$ cat config.mk
export PLATFORM = sky130hd
export DESIGN_NAME = line_mem_ctrl_flat
export DESIGN_NICKNAME = d
export VERILOG_FILES = /design/src/rtl/line_mem_ctrl_if.sv /design/src/rtl/line_mem_ctrl.sv /design/src/flat_wrapper.sv
export SDC_FILE = /design/constraint.sdc
export NUM_CORES = 1
export LEC_CHECK = 0
export ABC_CLOCK_PERIOD_IN_PS = 4600
export CORE_UTILIZATION = 40
export CTS_BUF_LIST = sky130_fd_sc_hd__clkbuf_4 sky130_fd_sc_hd__clkbuf_8
export CTS_CLUSTER_DIAMETER = 200
export CTS_CLUSTER_SIZE = 28
export DETAILED_ROUTE_END_ITERATION = 16
export HOLD_SLACK_MARGIN = 0.06
export PLACE_DENSITY_LB_ADDON = 0.05
export SLEW_MARGIN = 0
export SYNTH_ARGS = -nofsm -noshare
export SYNTH_HDL_FRONTEND = slang
export SYNTH_SLANG_ARGS = --single-unit
$ cat constraint.sdc
create_clock -name clk -period 4.6 [get_ports clk]
set_clock_uncertainty 0.15 [all_clocks]
set_input_delay 1.38 -clock clk [delete_from_list [all_inputs] [get_ports clk]]
set_output_delay 1.38 -clock clk [all_outputs]
set_load 0.05 [all_outputs]
$ cat src/rtl/line_mem_ctrl_if.sv
// Bundle between the line memory controller and its ADDR/WDATA FIFOs, RAM and ring read bus.
// The master side is the controller; the slave side is the surrounding FIFOs and RAM.
interface line_mem_ctrl_if #(
  parameter int unsigned SSIZE       = 4,
  parameter int unsigned NBWORDS     = 3,
  parameter int unsigned NBCACHELINE = 27,
  parameter int unsigned MBITS       = 14
);
  logic                         addr_empty;
  logic [SSIZE+NBCACHELINE:0]   addr_out;
  logic                         addr_rd;
  logic                         wdata_empty;
  logic [31:0]                  wdata_data;
  logic                         wdata_rd;
  logic [MBITS-1:0]             ram_addr;
  logic                         ram_we;
  logic [31:0]                  ram_wdata;
  logic                         ram_re;
  logic [31:0]                  ram_rdata;
  logic [SSIZE-1:0]             mc_dest;
  logic [NBWORDS-1:0]           mc_count;
  logic [31:0]                  mc_data;
  logic                         err_valid;
  logic [SSIZE-1:0]             err_src;
  logic [NBCACHELINE-1:0]       err_line;
  logic                         busy;

  modport master (
    input  addr_empty, addr_out, wdata_empty, wdata_data, ram_rdata,
    output addr_rd, wdata_rd, ram_addr, ram_we, ram_wdata, ram_re,
           mc_dest, mc_count, mc_data, err_valid, err_src, err_line, busy
  );

  modport slave (
    output addr_empty, addr_out, wdata_empty, wdata_data, ram_rdata,
    input  addr_rd, wdata_rd, ram_addr, ram_we, ram_wdata, ram_re,
           mc_dest, mc_count, mc_data, err_valid, err_src, err_line, busy
  );
endinterface

$ cat src/rtl/line_mem_ctrl.sv
// Line memory controller: pops cache-line requests and moves NWORDS words between the
// WDATA FIFO, a synchronous RAM and the two-stage ring read bus; out-of-range lines are dropped.
module line_mem_ctrl #(
  parameter int unsigned SSIZE       = 4,
  parameter int unsigned NBWORDS     = 3,
  parameter int unsigned NBCACHELINE = 27,
  parameter int unsigned MBITS       = 14
) (
  input logic             clk,
  input logic             reset,
  line_mem_ctrl_if.master bus
);
  localparam int unsigned LBITS = MBITS - NBWORDS;

  typedef enum logic [2:0] {StIdle, StRead, StWrite, StErr, StDiscard} state_e;

  state_e                 state_q;
  logic [SSIZE-1:0]       dest_q;
  logic [NBCACHELINE-1:0] line_q;
  logic [NBWORDS-1:0]     word_q;

  logic                   s1_valid_q;
  logic [SSIZE-1:0]       s1_dest_q;
  logic [NBWORDS-1:0]     s1_word_q;

  logic [SSIZE-1:0]       mc_dest_q;
  logic [NBWORDS-1:0]     mc_count_q;
  logic [31:0]            mc_data_q;
  logic                   err_valid_q;
  logic [SSIZE-1:0]       err_src_q;
  logic [NBCACHELINE-1:0] err_line_q;

  logic [SSIZE-1:0]       head_dest;
  logic                   head_rw;
  logic [NBCACHELINE-1:0] head_line;
  logic                   head_oor;
  logic                   last_word;
  logic                   ram_re, ram_we, wdata_rd, addr_rd;

  assign head_dest = bus.addr_out[SSIZE+NBCACHELINE:NBCACHELINE+1];
  assign head_rw   = bus.addr_out[NBCACHELINE];
  assign head_line = bus.addr_out[NBCACHELINE-1:0];
  assign head_oor  = |head_line[NBCACHELINE-1:LBITS];
  assign last_word = &word_q;

  always_comb begin
    ram_re   = 1'b0;
    ram_we   = 1'b0;
    wdata_rd = 1'b0;
    addr_rd  = 1'b0;
    case (state_q)
      StRead: begin
        ram_re  = 1'b1;
        addr_rd = last_word;
      end
      StWrite: begin
        ram_we   = !bus.wdata_empty;
        wdata_rd = !bus.wdata_empty;
        addr_rd  = !bus.wdata_empty && last_word;
      end
      StDiscard: begin
        wdata_rd = !bus.wdata_empty;
        addr_rd  = !bus.wdata_empty && last_word;
      end
      StErr:   addr_rd = 1'b1;
      default: ;
    endcase
  end

  assign bus.ram_re    = ram_re;
  assign bus.ram_we    = ram_we;
  assign bus.wdata_rd  = wdata_rd;
  assign bus.addr_rd   = addr_rd;
  // Address and data are zeroed outside strobe cycles so an idle controller drives all zeros.
  assign bus.ram_addr  = (ram_re || ram_we) ? {line_q[LBITS-1:0], word_q} : '0;
  assign bus.ram_wdata = ram_we ? bus.wdata_data : '0;
  assign bus.mc_dest   = mc_dest_q;
  assign bus.mc_count  = mc_count_q;
  assign bus.mc_data   = mc_data_q;
  assign bus.err_valid = err_valid_q;
  assign bus.err_src   = err_src_q;
  assign bus.err_line  = err_line_q;
  assign bus.busy      = (state_q != StIdle);

  always_ff @(posedge clk or posedge reset) begin
    if (reset) begin
      state_q     <= StIdle;
      dest_q      <= '0;
      line_q      <= '0;
      word_q      <= '0;
      s1_valid_q  <= 1'b0;
      s1_dest_q   <= '0;
      s1_word_q   <= '0;
      mc_dest_q   <= '0;
      mc_count_q  <= '0;
      mc_data_q   <= '0;
      err_valid_q <= 1'b0;
      err_src_q   <= '0;
      err_line_q  <= '0;
    end else begin
      // Read pipeline runs independently of the FSM so bursts drain after the line ends.
      s1_valid_q  <= ram_re;
      s1_dest_q   <= ram_re ? dest_q : '0;
      s1_word_q   <= ram_re ? word_q : '0;
      mc_dest_q   <= s1_valid_q ? s1_dest_q : '0;
      mc_count_q  <= s1_valid_q ? s1_word_q : '0;
      mc_data_q   <= s1_valid_q ? bus.ram_rdata : '0;
      err_valid_q <= 1'b0;

      case (state_q)
        StIdle: begin
          if (!bus.addr_empty) begin
            dest_q <= head_dest;
            line_q <= head_line;
            word_q <= '0;
            if (head_oor) begin
              err_valid_q <= 1'b1;
              err_src_q   <= head_dest;
              err_line_q  <= head_line;
              state_q     <= head_rw ? StDiscard : StErr;
            end else begin
              state_q <= head_rw ? StWrite : StRead;
            end
          end
        end
        StRead: begin
          word_q <= word_q + 1'b1;
          if (last_word) state_q <= StIdle;
        end
        StWrite, StDiscard: begin
          if (wdata_rd) begin
            word_q <= word_q + 1'b1;
            if (last_word) state_q <= StIdle;
          end
        end
        StErr:   state_q <= StIdle;
        default: state_q <= StIdle;
      endcase
    end
  end
endmodule
$ cat src/flat_wrapper.sv
// flat-port wrapper written by rule: the top's interface ports become plain ports
module line_mem_ctrl_flat 
#(
  parameter int unsigned SSIZE       = 4,
  parameter int unsigned NBWORDS     = 3,
  parameter int unsigned NBCACHELINE = 27,
  parameter int unsigned MBITS       = 14
)
  (clk, reset, bus_addr_empty, bus_addr_out, bus_wdata_empty, bus_wdata_data, bus_ram_rdata, bus_addr_rd, bus_wdata_rd, bus_ram_addr, bus_ram_we, bus_ram_wdata, bus_ram_re, bus_mc_dest, bus_mc_count, bus_mc_data, bus_err_valid, bus_err_src, bus_err_line, bus_busy);
  line_mem_ctrl_if #(.SSIZE(SSIZE), .NBWORDS(NBWORDS), .NBCACHELINE(NBCACHELINE), .MBITS(MBITS)) bus_i ();
  input logic clk;
  input logic reset;
  input wire logic [$bits(bus_i.addr_empty)-1:0] bus_addr_empty;
  input wire logic [$bits(bus_i.addr_out)-1:0] bus_addr_out;
  input wire logic [$bits(bus_i.wdata_empty)-1:0] bus_wdata_empty;
  input wire logic [$bits(bus_i.wdata_data)-1:0] bus_wdata_data;
  input wire logic [$bits(bus_i.ram_rdata)-1:0] bus_ram_rdata;
  output wire logic [$bits(bus_i.addr_rd)-1:0] bus_addr_rd;
  output wire logic [$bits(bus_i.wdata_rd)-1:0] bus_wdata_rd;
  output wire logic [$bits(bus_i.ram_addr)-1:0] bus_ram_addr;
  output wire logic [$bits(bus_i.ram_we)-1:0] bus_ram_we;
  output wire logic [$bits(bus_i.ram_wdata)-1:0] bus_ram_wdata;
  output wire logic [$bits(bus_i.ram_re)-1:0] bus_ram_re;
  output wire logic [$bits(bus_i.mc_dest)-1:0] bus_mc_dest;
  output wire logic [$bits(bus_i.mc_count)-1:0] bus_mc_count;
  output wire logic [$bits(bus_i.mc_data)-1:0] bus_mc_data;
  output wire logic [$bits(bus_i.err_valid)-1:0] bus_err_valid;
  output wire logic [$bits(bus_i.err_src)-1:0] bus_err_src;
  output wire logic [$bits(bus_i.err_line)-1:0] bus_err_line;
  output wire logic [$bits(bus_i.busy)-1:0] bus_busy;
  assign bus_i.addr_empty = bus_addr_empty;
  assign bus_i.addr_out = bus_addr_out;
  assign bus_i.wdata_empty = bus_wdata_empty;
  assign bus_i.wdata_data = bus_wdata_data;
  assign bus_i.ram_rdata = bus_ram_rdata;
  assign bus_addr_rd = bus_i.addr_rd;
  assign bus_wdata_rd = bus_i.wdata_rd;
  assign bus_ram_addr = bus_i.ram_addr;
  assign bus_ram_we = bus_i.ram_we;
  assign bus_ram_wdata = bus_i.ram_wdata;
  assign bus_ram_re = bus_i.ram_re;
  assign bus_mc_dest = bus_i.mc_dest;
  assign bus_mc_count = bus_i.mc_count;
  assign bus_mc_data = bus_i.mc_data;
  assign bus_err_valid = bus_i.err_valid;
  assign bus_err_src = bus_i.err_src;
  assign bus_err_line = bus_i.err_line;
  assign bus_busy = bus_i.busy;
  line_mem_ctrl #(.SSIZE(SSIZE), .NBWORDS(NBWORDS), .NBCACHELINE(NBCACHELINE), .MBITS(MBITS)) u_core (.clk(clk), .reset(reset), .bus(bus_i));
endmodule
Word-level counts from Yosys, hierarchy flattened --
Index checks and enable logic that the tools add are counted.
Cells by class: add/subtract/negate cells 1, eq/ne operators 6, mux-type cells 24, bitwise operators 1, reduce and logical (&&, ||, !) cells 13
Operator list (number):
- $mux W32 | 2
- $mux W3 | 9
- $pmux W3 S3 | 2
- $reduce_or A16 Y1 | 1
- $mux W14 | 1
- $reduce_and A3 Y1 | 3
- $mux W4 | 2
- $eq A3 B2 Y1 const B | 2
- $mux W1 | 6
- $reduce_bool A3 Y1 | 2
- $reduce_and A2 Y1 | 2
- $add A3 B1 Y3 const B | 1
- $eq A3 B1 Y1 const B | 1
- $eq A3 B3 Y1 const B | 1
- $logic_not A3 Y1 | 1
- $pmux W1 S3 | 1
- $mux W2 | 1
- $ne A2 B1 Y1 const B | 1
- $ne A2 B2 Y1 const B | 1
- $reduce_or A2 Y1 | 1
- $logic_and A1 B1 Y1 | 1
- $logic_not A1 Y1 | 1
- $logic_or A1 B1 Y1 | 1
- $not A1 Y1 | 1
Word-level totals: register bits 100, input bits 100, word-level logic and storage cells 58

Longest topological paths before layout --
word-level depth 5, mapped depth 7

Worst setup path after synthesis --
OpenSTA, ideal clock, no wires.
path type input -> output, from input bus_wdata_empty, to output bus_ram_wdata[22], arrival 2.788 ns, data required time 3.070 ns, slack 0.282 ns, cell stages on the path 3, cell sequence nor3_2 -> clkbuf_1 -> and2_1
On the way: cells in the longest elaborated chain, start to end 3
RTL lines:
- from (decl) | line flat_wrapper.sv:15 | input wire logic [$bits(bus_i.wdata_empty)-1:0] bus_wdata_empty;
- $logic_not A1 Y1 | line line_mem_ctrl.sv:57 | ram_we = !bus.wdata_empty;
- $mux W1 | line line_mem_ctrl.sv:51 | case (state_q)
- via bus_ram_we | line flat_wrapper.sv:21 | output wire logic [$bits(bus_i.ram_we)-1:0] bus_ram_we;
- $mux W32 | line line_mem_ctrl.sv:76 | assign bus.ram_wdata = ram_we ? bus.wdata_data : '0;
- to (decl) | line flat_wrapper.sv:22 | output wire logic [$bits(bus_i.ram_wdata)-1:0] bus_ram_wdata;
The timed path passes the listed nets, and every way through them passes these cells.

Final worst setup path --
from input bus_wdata_empty, to output bus_ram_addr[10]
On the way: cells in the longest elaborated chain, start to end 4
RTL lines:
- $logic_not A1 Y1 | line line_mem_ctrl.sv:57
- $mux W1 | line line_mem_ctrl.sv:51
- $logic_or A1 B1 Y1 | line line_mem_ctrl.sv:75 | assign bus.ram_addr = (ram_re || ram_we) ? {line_q[LBITS-1:0], word_q} : '0;
- $mux W14 | line line_mem_ctrl.sv:75
- to (decl) | line flat_wrapper.sv:20 | output wire logic [$bits(bus_i.ram_addr)-1:0] bus_ram_addr;
No other way between the ends.

==> results.md <==
* Cells along the critical path: clkdlybuf4s50_1 > nor3_2 > nor2_2 > and2b_1 > buf_12
* Area occupied by multi-input gates at 0.00149 mm²
* Vias in the first global route at 3061
* Min-Delay Path Class: flip-flop to flip-flop
* Power per cell area at 633 mW/mm²
* Top delay family on crit path: simple AND/OR/NAND/NOR gates
* Placement Cell Area at 0.00695 mm²
* Initial DRC Count at 91
* Dominant cells by area after synthesis: dfrtp_1, and2_1, mux2_4
* Worst-path clk slew at 0.09 ns
* Crit path kind: input port to output port
* Total Nets Final at 623
* Most frequent cell after synthesis: dfrtp_1
* Filler cells at 661
* Min cycle time layout at 4.38 ns
* Final Cycle Share at 95.3%
* Ys async rst share at 100%
* Sequential cell area fraction in the yosys report at 61.1%
* Area delta synth->final at 74.7%
* FP Rows at 36
* Critical Path Source Type: input port
* Fmax at 228 MHz
* Cts bufs inserted at 9
* Worst VDD drop at 0.000506 V
* Via count at 2998
* Area of the mapped netlist at 0.00409 mm²
* Worst Path Required at 3.07 ns
* Largest fanout on the critical path at 14
* Top cells by instance count after synthesis: dfrtp_1, and2_1, mux2_4, mux2_2, clkbuf_1
* CTS resizes at 1
* Die H at 103 µm
* H-Tree Depth at 3
* Die area at 0.0106 mm²
* Final WL at 10.5 mm
* CP peak stage delay at 0.49 ns
* Global Route Usage Sum at 19.8%
* DP HPWL at 8.22 mm
* Initial Util at 41.5%
* Slowest-stage cell, CP: clkdlybuf4s50_1
* WL/cell at 15.9 µm
* First-pass GRT wire length at 15.5 mm
* Finished Cell Area at 0.00715 mm²
* Mapped Avg Cell Area at 13.9 µm²
* Arr. time, crit path at 2.85 ns
* Endpoints failing hold at 0
* Layout cells sized above 1 at 24.2%
* FF/Latch Area at 0.00250 mm²
* Final std cells w/o fill at 658
* Clock buffer depth at 2
* DRC at 0
* Die X-Extent at 103 µm
* Ports at 222
* Syn Inst Count at 295
* Clock root cell: clkbuf_8
* Max_slew headroom at 43.1%
* Gpl congestion at 0.790
* Post-synth top area cell: dfrtp_1
* Latest clock arrival within the worst-skew pair at 0.36 ns
* Post-CTS Setup Repair Bufs at 0
* CTS Sinks at 100
* P_leak at 3.20 nW
* CTS tree: done
* MaxCap Viol Count at 0
* Yosys Warn Count at 0
* Mapped Nets at 398
* Synth unique cells at 31
* Most used DFF post-synth: dfrtp_1
* Port buffer count at 221
* RSZ-0062 raised after global routing: false
* Post-route antenna net violation count at 0
* Crit path buf inv count at 2
* CP endpoint kind: output port
* Hold buffer count at cts at 0
* Slew Limit Fails at 0
* Final setup fails at 0
* Worst Tran Pin Value at 0.853 ns
* Initial antenna violation count at 0
* CORE AREA at 0.00986 mm²
* Yosys top cell area share at 61.1%
* Pre-antenna DRT Iters at 4
* Largest net degree at the start of global routing at 73
* Diode count at 0
* Outcome: finished, final reports clean
* Overflow after GRT at 0
* Post-synth EDFFs at 0
* Via density at 4.56
* # placed instances at 642
* #FFs+latches synth at 100
## registers in the layout, indices dropped and copies added (netlist names)
register	flops
u_core.bus.err_src	4
u_core.s1_dest_q	4
u_core.bus.mc_count	3
u_core.state_q	3
u_core.word_q	3
u_core.dest_q	4
u_core.bus.err_valid	1
u_core.bus.mc_dest	4
u_core.line_q	11
u_core.s1_word_q	3
u_core.s1_valid_q	1
u_core.bus.err_line	27
u_core.bus.mc_data	32
## final cells by class
cell class | count | area share, %
Tap cell | 133 | 2.33
Sequential cell | 100 | 35.0
Multi-Input combinational cell | 175 | 20.9
Timing Repair Buffer | 228 | 38.7
Inverter | 6 | 0.350
Clock inverter | 6 | 0.805
Clock buffer | 10 | 1.93
## where the power goes
part	total, W	switching, W	internal (W)
combinational	0.00260	0.00147	0.00113
clock	0.000541	0.000318	0.000223
sequential	0.00138	0.000197	0.00118
## layout by cell type (no fill, tap or decap), drive strengths merged, types with 2 or more instances in the layout
cell and instances:
and3 7, inv 8, clkdlybuf4s50 172, and2 72
clkinv 4, dfrtp 100, mux2i 2, nor2 4
nand2 4, o21ai 2, mux2 47, a21oi 2
nor2b 7, a22o 2, ha 3, nor3 2
nor4 4, buf 56, and2b 7, nand2b 3
clkbuf 10
## per-stage QoR
step / worst slack [ns] / utilization (%) / power (W) / TNS, ns / hold WS (ns)
after floorplan: 0.282 / - / 0.00301 / 0 / 0.284
after global placement: -0.0130 / 70.5 / 0.00398 / -0.0833 / 0.287
after detailed placement: -0.131 / 70.5 / 0.00402 / -1.39 / 0.291
after CTS: 0.171 / 72.5 / 0.00457 / 0 / 0.312
after global routing: 0.125 / 72.5 / 0.00474 / 0 / 0.325
final: 0.216 / 72.5 / 0.00452 / 0 / 0.311
## cells by family (layout without fill, tap and decap cells)
group           count (synthesis)  count (layout)  share of synthesized area [%]
buf+inv                        20             250                           2.51
xor+xnor                        1               1                          0.214
fa+ha+maj                       3               3                          0.917
simple gates                  113             113                           17.7
flops                         100             100                           61.1
compound gates                  9               9                           1.47
mux                            49              49                           16.1
## routing by layer
metal | global-route usage, % | wire [µm] | share of wire [%] | vias up
li1 | - | - | - | 1417
met1 | 20.3 | 3590 | 34 | 1433
met2 | 35.7 | 5600 | 53 | 141
met3 | 10.6 | 1210 | 12 | 7
met4 | 4.55 | 82 | 0.78 | 0
met5 | 0 | 0 | 0 | -
## final timing paths
kind	startpoint	to	slack [ns]	cells after the start
worst max-delay path	bus_wdata_empty	bus_ram_addr[10]	0.22	5
worst min-delay path	u_core.s1_dest_q[3]$_DFF_PP0_	u_core.bus.mc_dest[3]$_DFF_PP0_	0.31	1
worst max register to register	u_core.state_q[0]$_DFFE_PP0P_	u_core.bus.err_line[17]$_DFFE_PP0P_	1.79	6
worst min register to register	u_core.s1_dest_q[3]$_DFF_PP0_	u_core.bus.mc_dest[3]$_DFF_PP0_	0.31	1
max in group asynchronous	reset	u_core.bus.mc_data[7]$_DFF_PP0_	2.10	3
min in group asynchronous	reset	u_core.bus.mc_data[4]$_DFF_PP0_	1.39	2
No activity file was read; power rests on OpenSTA's default activity.
